### src/rtl/full_subtractor_pkg.sv
// rtl/full_subtractor_pkg.sv - shared constants for the full subtractor block
//
// Purpose: reset values and width limits used by the full subtractor slice.
// Ports:   none (package).
package full_subtractor_pkg;

  // Smallest legal operand width.
  localparam int FS_MIN_WIDTH = 1;

  // Reset value of the single-bit registered outputs.
  localparam logic FS_RST_BIT = 1'b0;

endpackage

### src/rtl/full_subtractor_cell.sv
// rtl/full_subtractor_cell.sv - one-bit combinational full subtractor cell
//
// Purpose: computes a - b - c for single bits.
// Ports:
//   a      in  minuend bit
//   b      in  subtrahend bit
//   c      in  borrow-in
//   diff   out difference bit
//   borrow out borrow-out
module full_subtractor_cell (
  input  logic a,
  input  logic b,
  input  logic c,
  output logic diff,
  output logic borrow
);

  assign diff   = a ^ b ^ c;
  // Borrow when the minuend bit is 0 and something is taken from it,
  // or when both b and the incoming borrow must be taken at once.
  assign borrow = (~a & (b | c)) | (b & c);

endmodule

### src/rtl/full_subtractor.sv
// rtl/full_subtractor.sv - registered ripple-borrow full subtractor
//
// Purpose: diff = a - b - c over WIDTH bits, registered with 1-cycle latency.
// Ports:
//   clk       in  system clock, rising edge
//   rst       in  asynchronous active-high reset
//   in_valid  in  a, b, c are valid this cycle
//   a         in  minuend [WIDTH]
//   b         in  subtrahend [WIDTH]
//   c         in  borrow-in
//   diff      out registered difference [WIDTH]
//   borrow    out registered borrow-out of the top bit
//   out_valid out one-cycle strobe marking a new result
module full_subtractor
  import full_subtractor_pkg::*;
#(
  parameter int WIDTH = 1
) (
  input  logic             clk,
  input  logic             rst,
  input  logic             in_valid,
  input  logic [WIDTH-1:0] a,
  input  logic [WIDTH-1:0] b,
  input  logic             c,
  output logic [WIDTH-1:0] diff,
  output logic             borrow,
  output logic             out_valid
);

  // chain[i] is the borrow into bit i; chain[WIDTH] is the final borrow-out.
  logic [WIDTH:0]   chain;
  logic [WIDTH-1:0] diff_comb;

  assign chain[0] = c;

  for (genvar i = 0; i < WIDTH; i++) begin : g_cell
    full_subtractor_cell u_cell (
      .a      (a[i]),
      .b      (b[i]),
      .c      (chain[i]),
      .diff   (diff_comb[i]),
      .borrow (chain[i+1])
    );
  end

  // Results only update on accepted operands, so unknown inputs while
  // in_valid is low never reach the output registers.
  always_ff @(posedge clk or posedge rst) begin
    if (rst) begin
      diff      <= '0;
      borrow    <= FS_RST_BIT;
      out_valid <= FS_RST_BIT;
    end else begin
      out_valid <= in_valid;
      if (in_valid) begin
        diff   <= diff_comb;
        borrow <= chain[WIDTH];
      end
    end
  end

endmodule

### config.mk
export PLATFORM = sky130hd
export DESIGN_NAME = full_subtractor
export DESIGN_NICKNAME = d
export VERILOG_FILES = /design/src/rtl/full_subtractor_pkg.sv /design/src/rtl/full_subtractor_cell.sv /design/src/rtl/full_subtractor.sv
export SDC_FILE = /design/constraint.sdc
export NUM_CORES = 1
export LEC_CHECK = 0
export ABC_CLOCK_PERIOD_IN_PS = 900
export CAP_MARGIN = 15
export CORE_AREA = 3 3 40 42
export CTS_CLUSTER_DIAMETER = 50
export DETAILED_ROUTE_END_ITERATION = 6
export DIE_AREA = 0 0 43 45
export SKIP_CTS_REPAIR_TIMING = 1
export SLEW_MARGIN = 5
export SYNTH_ARGS = -nofsm -noshare
export SYNTH_HDL_FRONTEND = slang
export SYNTH_HIERARCHICAL = 1
export SYNTH_SLANG_ARGS = --single-unit
### constraint.sdc
create_clock -name clk -period 0.9 [get_ports clk]
set_input_delay 0.18 -clock clk [delete_from_list [all_inputs] [get_ports clk]]
set_output_delay 0.18 -clock clk [all_outputs]
set_load 0.01 [all_outputs]
After elaboration in Yosys (flattened, before gate mapping)
Cells that the tools add are included.
Operators by class
  bitwise logic cells: 7
  div/mod/pow operators: 0
  mux-type cells: 0
  shift operators: 0
  add/sub/neg operators: 0
  order comparisons: 0
  $mul: 0
  reduce and logical (&&, ||, !) cells: 0
  eq/ne operators: 0
Operators by type and width (number)
  1-bit AND: 2
  1-bit bitwise OR: 2
  1-bit XOR: 2
  1-bit NOT: 1
Word-level totals
  ROM bits: 0
  register bits: 3
  output and inout port bits: 3
  latch bits: 0
  bits in writable memories: 0
  memories kept: 0
  bits of input ports: 6

Depth between registers and ports, before layout
Gate-level depths: netlist (run 1).
  depth in word-level cells: 3
  gate-level depth with buffers: 4
  gate-level depth less buffers: 4

Hierarchy
The synthesis (run 1) kept the hierarchy.
By module, submodules not included
  full_subtractor: times used 1, sequential area each 75.1 µm², area an instance 101.3 µm², cells an instance 6
  full_subtractor_cell: times used 1, sequential area each 0.0 µm², area an instance 27.5 µm², cells an instance 3

Worst setup path after synthesis (run 1)
OpenSTA, ideal clock, no wires.
  path type: input -> register
  start point: in a
  end point: reg diff
  path buffers: 0
  slack: -0.231 ns
  arrival: 1.006 ns
  data required time: 0.775 ns
  stages on the path: 4
  library setup time: 0.125 ns
  cells stage by stage: inv_1 -> fa_1 -> inv_1 -> mux2_2
Between the ends
  longest elaborated chain between the ends: 2
RTL lines
  from (decl): RTL line full_subtractor.sv:22  | input logic [WIDTH-1:0] a,
  1-bit XOR (2 in series): RTL line full_subtractor_cell.sv:18  | assign diff = a ^ b ^ c;
  named net diff_comb: RTL line full_subtractor.sv:32  | logic [WIDTH-1:0] diff_comb;
  to (signal assigned): RTL line full_subtractor.sv:56  | diff <= diff_comb;
  to (decl): RTL line full_subtractor.sv:25  | output logic [WIDTH-1:0] diff,
The timed path passes the listed nets, and every way through them passes these cells.
A chain may end at the register's enable or synchronous reset.

Worst setup path in the final report (run 1)
  start point: in c
  end point: reg diff
Between the ends
  longest elaborated chain between the ends: 1
RTL lines
  from (decl): RTL line full_subtractor.sv:24  | input logic c,
  1-bit XOR: RTL line full_subtractor_cell.sv:18
  named net diff_comb: RTL line full_subtractor.sv:32
The timed path passes the listed nets, and every way through them passes these cells.

==> flow_summary_export.csv, run 1 <==
group,metric,value,unit
worst_setup_path,path_max_fanout,1,
power_and_ir_drop,p_leak,0.133,nW
cells_and_area,nets,30,
cells_and_area,final_cells,37,
clocking,cts_buffers,3,
timing,slew_headroom,90.0,%
timing,period_needed,0.991,ns
worst_setup_path,worstSetupEndpointType,"flop",
timing,rsz0062_at_grt,"true",
die,rows,13,
timing,finalCritPeriodShare,110,%
logic_synthesis,syn_area,129,sq um
run_status,violations,"setup timing",
power_and_ir_drop,ir_drop,0.261,mV
worst_setup_path,criticalPathCategory,"input pin to flop",
logic_synthesis,synth_top_area_cell,"dfrtp_1",
timing,tns,-0.139,ns
grt,grt_usage,4.26,%
logic_synthesis,ys_seq_area_share,58.3,%
routing,vias_per_cell,3.03,
logic_synthesis,ys_seq_elements,3,
placement,placed_cells,33,
logic_synthesis,synthTopCellsByArea,"dfrtp_1 (58%), mux2_2 (17%), fa_1 (16%)",
routing,route.detailed.drc,0,
placement,preCtsSetupSlack,-0.703,ns
routing,ant_nets,0,
logic_synthesis,yosysWarnings,6,
cells_and_area,layout_commonest_cell,"clkbuf_2",
clocking,clk_latency,0.23,ns
placement,port-buffer-count,8,
routing,first_pass_iters,1,
worst_setup_path,required,1.01,ns
grt,grt_max_degree,4,
worst_setup_path,start_kind,"input pin",
cells_and_area,syn2layout_area_growth,93.2,%
clocking,clockBufferDepth,2,
die,core_area,1280,sq um
timing,fmax,1010,MHz
grt,globalRoute.totalOverflow,0,
logic_synthesis,synth_cell_types,4,
cells_and_area,antennaDiodeCount,0,
logic_synthesis,post-synth-top-area-fraction,58.3,%
logic_synthesis,syn_nets,16,
routing,wl_per_cell,9.05,um
cells_and_area,postLayoutCellArea,249,sq um
routing,drt-initial-drc-count,0,
placement,hpwl,276,um
die,die_x,43,um
routing,wirelength,335,um
worst_hold_path,hold_class,"input pin to async pin",
worst_setup_path,cp_data_arrival_time,1.10,ns
die,fp.dieH,45,um
power_and_ir_drop,cellPowerDensity,1950,nW/um^2
die,pin_count,9,
die,die_area,1940,sq um
grt,grt_pass1_vias,147,
clocking,htree_levels,1,
clocking,clock-sinks,3,
timing,final_max_slew_viol_count,0,
timing,worst_pin_slew,0.150,ns
cells_and_area,layout-drive-gt1-share,54.5,%
clocking,clkSlewWorstSetupHoldPaths,0.04,ns
timing,hold_viol,0,
placement,gp_congestion,0.657,
timing,setup_violations,2,
placement,place_area,239,sq um
flow_run,drv_cap,0,
run_status,run_status,"complete, but fails checks",
cells_and_area,final_cell_mix,"clkbuf_2 (4), dfrtp_1 (3), clkbuf_4 (3)",
die,start_util,10.0,%
grt,antenna_found_initial,0,
grt,grt_pass1_wl,503,um
clocking,cts_tree,"yes",
timing,finalWorstSetupSlack,-0.0908,ns
logic_synthesis,syn_inst,9,
routing,vias,112,
cells_and_area,fillers,146,
logic_synthesis,avgSynthCellArea,14.3,sq um
timing,skew,0,ns
clocking,root_buffer,"clkbuf_4",
-- cell usage after synthesis (all sizes together) --
master,n
dfrtp,3
inv,3
mux2,2
fa,1
-- critical path, cell delays in order --
cell and delay (ns):
buf_6 0.09, fa_1 0.54, inv_1 0.05, mux2_4 0.24
-- power by group --
part	leakage, nW	internal (mW)	switching (mW)	total, mW
Sequential	0.0350	0.153	0.00692	0.160
Combinational	0.0827	0.0607	0.0376	0.0983
Clock	0.0150	0.166	0.0626	0.228
Total	0.133	0.379	0.107	0.486
-- flip-flops by register name, indices dropped and copies added (netlist names) --
signal,cells
borrow,1
diff,1
out_valid,1
-- layout make-up --
type / count / area [sq um] / share of cell area, %
Multi-Input combinational cell: 3 / 46.3 / 18.6
Clock buffer: 4 / 26.3 / 10.6
Sequential cell: 3 / 75.1 / 30.2
Inverter: 3 / 11.3 / 4.52
Timing Repair Buffer: 9 / 71.3 / 28.6
Tap cell: 15 / 18.8 / 7.54
-- per-stage QoR --
step                util (%)  hold slack [ns]  power, mW
floorplan                  -          -0.0664      0.200
global placement        18.6            0.353      0.273
detailed placement      18.6            0.363      0.280
CTS                     20.6            0.121      0.523
global route            19.4            0.140      0.518
finish                  19.4            0.131      0.486
-- kinds of logic (layout without fill, tap and decap cells) --
logic type / Yosys count / after routing / synth area share, %
flops: 3 / 3 / 58.3
buf+inv: 3 / 16 / 8.74
mux: 2 / 2 / 17.5
fa+ha+maj: 1 / 1 / 15.5
-- worst paths after layout --
path	start	end	slack (ns)	cells past startpoint
max	c	diff	-0.09	4
min	rst	diff	0.13	2
max reg2reg	diff	diff	0.04	2
min reg2reg	borrow	borrow	0.50	1
max in group asynchronous	rst	out_valid	0.64	2
min in group clk	c	borrow	0.36	3
-- per-layer routing --
metal  share of wire (%)  vias up  global-route usage [%]
li1                    -       53                       -
met1                  37       51                    3.65
met2                  46        8                    5.39
met3                  17        0                    3.59
met4                   0        0                    5.42
met5                   0        -                       0
Power figures use the tool's default switching activity.
==> inputs of run 2 (changes only) <==
SLEW_MARGIN = not set   (was 5)
==> results of run 2 <==
The final DEF is identical to that of run 1; final timing and power are the same.
==> inputs of run 3 (changes only) <==
GPL_ROUTABILITY_DRIVEN = 0   (was not set)
==> results of run 3 <==
The final DEF is identical to that of run 1; final timing and power are the same.
==> RTL edit 1 (config.mk and constraints of run 2) <==
Reset style: synchronous (`rst`), changed in one clocked block. Comments in the files are not updated.
--- a/src/rtl/full_subtractor.sv
+++ b/src/rtl/full_subtractor.sv
@@ -45,7 +45,7 @@
 
   // Results only update on accepted operands, so unknown inputs while
   // in_valid is low never reach the output registers.
-  always_ff @(posedge clk or posedge rst) begin
+  always_ff @(posedge clk) begin
     if (rst) begin
       diff      <= '0;
       borrow    <= FS_RST_BIT;
Behaviour: differs if rst is asserted again (counterexample within 4 cycles, from zero or initial values and one cycle with rst high); with rst held inactive, the same outputs for 10 cycles.
==> RTL edit 1 against run 2 <==
  * Core utilization is 0.88 points lower
  * Power is 6.7% lower
  * Hold slack better by 0.23 ns
  * Wire length is 3.9% lower
  * Sequential cell count stayed put
  * Synthesized cell count is 22% higher
  * Sequential share of layout area is 4.4 points lower
  * Setup slack better by 0.11 ns
  * Non-clock buffer count is 1 lower
  * Maximum frequency is 12% higher
  * Highest routed layer unchanged
  * Largest power group unchanged
  * Critical path type unchanged
  * Cell area is 4.5% lower
  * First-iteration DRC count stayed put
  * Sequential power is 8% lower
  * Synthesized area is 5.8% lower
==> RTL edit 1: results <==
set metrics [dict create \
    status "finished clean" \
    cts_made_buffers 3 \
    grt_max_degree 4 \
    pre_cts_slack_ns -0.589 \
    n_fill_cell 161 \
    hold_slack_ns 0.363 \
    antenna_found_initial 0 \
    power.internal_mw 0.349 \
    htreeDepth 1 \
    routabilityCongestion 0.633 \
    wire_per_inst_um 8.47 \
    fin_nets 31 \
    synthArstFlopShare 0 \
    synth.distinct_cells 6 \
    syn_inst 11 \
    root_buffer "clkbuf_4" \
    firstDrtPassIters 1 \
    synth-seq-area-share 0.495 \
    grtUsageTotal 0.0483 \
    vias 115 \
    p_leak_nw 0.121 \
    timing.rr.start "borrow" \
    avgViaCountPerCell 3.03 \
    crit_family "adder cells" \
    synthesis.nets 18 \
    slowest_delay_ns 0.52 \
    crit_slowest_cell "fa_1" \
    whs_endpoint "borrow" \
    hold_depth 4 \
    placed_area_um2 220 \
    cts_buffer_depth 2 \
    drive_gt1_frac 0.435 \
    r2r-end "borrow" \
    hold_class "input pin to flop" \
    final_core_util 0.185 \
    grt_first_pass_wirelength_um 552 \
    yosys-top-cells-area "dfxtp_1 49%, fa_1 16%, mux2i_1 16%" \
    numPlacedInstances 34 \
    reg_top3 "borrow x1, diff x1, out_valid x1" \
    r2r_setup_slack_ns 0.31 \
    peakVddDrop_v 0.000291 \
    diodes 0 \
    ys_top_cells_by_count "3 x dfxtp_1, 2 x inv_1, 2 x mux2i_1, 2 x nor2_1" \
    worst_pin_slew_ns 0.163 \
    grt_pass1_vias 152 \
]
## RTL edit 1: changes by cell type after synthesis
cell,delta
nor2b_1,+1
dfxtp_1,+3
inv_1,-1
mux2i_1,+2
dfrtp_1,-3
mux2_2,-2
nor2_1,+2
## RTL edit 1: cells by family after synthesis
logic type                 share of synthesized area
adders and majority gates                      0.165
buffers and inverters                         0.0619
DFF                                            0.495
muxes                                          0.165
and+or+nand+nor                                0.113
## RTL edit 1: power groups by stage
stage | Sequential (mW) | Combinational, mW | Clock, mW
2_1_floorplan | 0.154 | 0.0197 | 0
3_3_place_gp | 0.149 | 0.0724 | 0
3_5_place_dp | 0.150 | 0.0727 | 0
4_1_cts | 0.148 | 0.0735 | 0.257
5_1_grt | 0.151 | 0.0711 | 0.274
6_report | 0.148 | 0.0638 | 0.241
## RTL edit 1: worst max path at each step
stage / startpoint / to / slack [ns] / depth (start not counted)
floorplan: c / diff / -0.11 / 4
global placement: c / diff / -0.58 / 5
detailed placement: c / diff / -0.59 / 5
CTS: borrow / borrow / -0.41 / 1
global route: a / diff / -0.02 / 6
finish: a / diff / 0.02 / 6
## RTL edit 1: layer usage
metal	track usage	vias to the layer above	share of wire
met5	0	-	0
met4	0.108	0	0
met3	0.0120	0	0.068
met2	0.0689	4	0.64
met1	0.0338	55	0.29
li1	-	56	-
## RTL edit 1: final cells by class
cell class              instances  area share
inverters                       2      0.0316
well taps                      15      0.0789
clock buffers                   4       0.111
multi-input cells               6       0.226
repair buffers                  8       0.295
flip-flops and latches          3       0.258
## RTL edit 1: tightest hold or removal path: stages
cell      delay, ns
clkbuf_2       0.09
fa_1           0.16
mux2i_1        0.06
nor2_1         0.07
==> RTL edit 2 (settings of run 2) <==
Without the edit above. Register the inputs `in_valid`, `a`, `b` and `c` before use, cleared by the reset. The logic sees them one clock later. Comments in the files are not updated.
--- a/src/rtl/full_subtractor.sv
+++ b/src/rtl/full_subtractor.sv
@@ -27,16 +27,35 @@
   output logic             out_valid
 );
 
+  logic in_valid_q;
+  logic [WIDTH-1:0] a_q;
+  logic [WIDTH-1:0] b_q;
+  logic c_q;
+
+  always_ff @(posedge clk or posedge rst) begin
+    if (rst) begin
+      in_valid_q <= '0;
+      a_q        <= '0;
+      b_q        <= '0;
+      c_q        <= '0;
+    end else begin
+      in_valid_q <= in_valid;
+      a_q        <= a;
+      b_q        <= b;
+      c_q        <= c;
+    end
+  end
+
   // chain[i] is the borrow into bit i; chain[WIDTH] is the final borrow-out.
   logic [WIDTH:0]   chain;
   logic [WIDTH-1:0] diff_comb;
 
-  assign chain[0] = c;
+  assign chain[0] = c_q;
 
   for (genvar i = 0; i < WIDTH; i++) begin : g_cell
     full_subtractor_cell u_cell (
-      .a      (a[i]),
-      .b      (b[i]),
+      .a      (a_q[i]),
+      .b      (b_q[i]),
       .c      (chain[i]),
       .diff   (diff_comb[i]),
       .borrow (chain[i+1])
@@ -51,8 +70,8 @@
       borrow    <= FS_RST_BIT;
       out_valid <= FS_RST_BIT;
     end else begin
-      out_valid <= in_valid;
-      if (in_valid) begin
+      out_valid <= in_valid_q;
+      if (in_valid_q) begin
         diff   <= diff_comb;
         borrow <= chain[WIDTH];
       end
Formal check against the unedited RTL: not equivalent (Yosys sat finds a counterexample within 4 cycles, from zero or initial values and one cycle with rst high).
==> RTL edit 2 against run 2 <==
  * The run still ends with negative setup slack left
  * Power up 49%
  * Non-clock buffer count unchanged
  * Synthesized area up 78%
  * Final cell count up 11%
  * Sequential cell count up 4
  * Wire length up 6.6%
  * Cell area up 41%
  * Setup slack worse by 0.31 ns
  * Critical endpoint unchanged
==> RTL edit 2: results <==
set metrics [dict create \
    status "complete, but fails checks" \
    violations "negative setup slack" \
    grtUsageTotal 0.0523 \
    setup_ws_ns -0.399 \
    synth.distinct_cells 4 \
    placed_area_um2 328 \
    peakVddDrop_v 0.000628 \
    tns_ns -0.716 \
    n_fill_cell 144 \
    crit_family "adder cells" \
    vias 142 \
    grt_first_pass_wirelength_um 593 \
    drive_gt1_frac 0.385 \
    critPathMaxFanout 1 \
    yosys-top-cells-area "dfrtp_1 77%, mux2_2 9.8%, fa_1 8.7%" \
    routabilityCongestion 0.579 \
    slowest_delay_ns 0.53 \
    grt_pass1_vias 154 \
    numPortBuffers 8 \
    skew_ns 0.00419 \
    syn_avg_cell_area_um2 17.6 \
    synth_edf_count 0 \
    p_leak_nw 0.168 \
    ys.flop_type "dfrtp_1" \
    fin_nets 34 \
    avgViaCountPerCell 3.46 \
    pre_cts_slack_ns -0.384 \
    firstDrtPassIters 2 \
    die_width_um 43 \
    max_slew_margin 0.830 \
    synth-seq-area-share 0.765 \
    post-route-period-util 1.44 \
    diodes 0 \
    drtIter0Drc 4 \
    wire_per_inst_um 8.71 \
    htreeDepth 1 \
    clk_latency_ns 0.25 \
    grt_max_degree 8 \
    root_buffer "clkbuf_4" \
    synth_area_leader_cell "dfrtp_1" \
    ys.warnings.count 6 \
    synthesis.nets 20 \
    crit_slowest_cell "fa_1" \
    antenna_found_initial 0 \
    numPlacedInstances 36 \
    cts.clk_slew.worst_paths_ns 0.05 \
    synthArstFlopShare 1.00 \
    worstPathArrival_ns 1.43 \
    hold_class "input pin to async pin" \
    cts_made_buffers 3 \
    setup_viol 5 \
    ys_top_cells_by_count "7 x dfrtp_1, 3 x inv_1, 2 x mux2_2" \
    cts_buffer_depth 2 \
]
## RTL edit 2: cell count changes in the layout (fill, tap and decap cells not counted)
cell | run 2 | this run
dfrtp_1 | 3 | 7
clkdlybuf4s50_1 | 2 | 5
clkbuf_2 | 4 | 3
dlymetal6s2s_1 | 1 | 0
buf_6 | 1 | 0
## RTL edit 2: logic make-up (layout without fill, tap and decap cells)
| kind of cell | Yosys count | count (layout) | share of synthesized area |
|---|---|---|---|
| buffers and inverters | 3 | 16 | 0.0492 |
| muxes | 2 | 2 | 0.0984 |
| adders and majority gates | 1 | 1 | 0.0874 |
| DFF | 7 | 7 | 0.765 |
## RTL edit 2: final timing paths
path,start,to,slack [ns],depth (start not counted)
max in group asynchronous,rst,a_q,0.54,2
worst max register to register,c_q,diff,-0.40,3
worst max-delay path,c_q,diff,-0.40,3
worst min-delay path,rst,diff,0.15,2
worst min register to register,in_valid_q,out_valid,0.44,0
min in group clk,in_valid,in_valid_q,0.37,1
## RTL edit 2: layout make-up
type / instances / area [um^2] / area share
clock buffer: 4 / 26.3 / 0.0750
inverter: 3 / 11.3 / 0.0321
multi-input combinational: 3 / 46.3 / 0.132
sequential: 7 / 175 / 0.500
tap: 15 / 18.8 / 0.0536
timing repair buffer: 9 / 72.6 / 0.207
## RTL edit 2: where the power goes
group | internal (mW) | switching, mW | leakage [nW]
Combinational | 0.0616 | 0.0336 | 0.0712
Sequential | 0.342 | 0.0138 | 0.0816
Clock | 0.169 | 0.106 | 0.0150
## RTL edit 2: routing by layer
metal  part of all wire  up-vias  track usage
li1                   -       63            -
met1               0.39       68       0.0400
met2               0.48       11       0.0659
met3               0.13        0       0.0717
met4                  0        0       0.0361
met5                  0        -            0
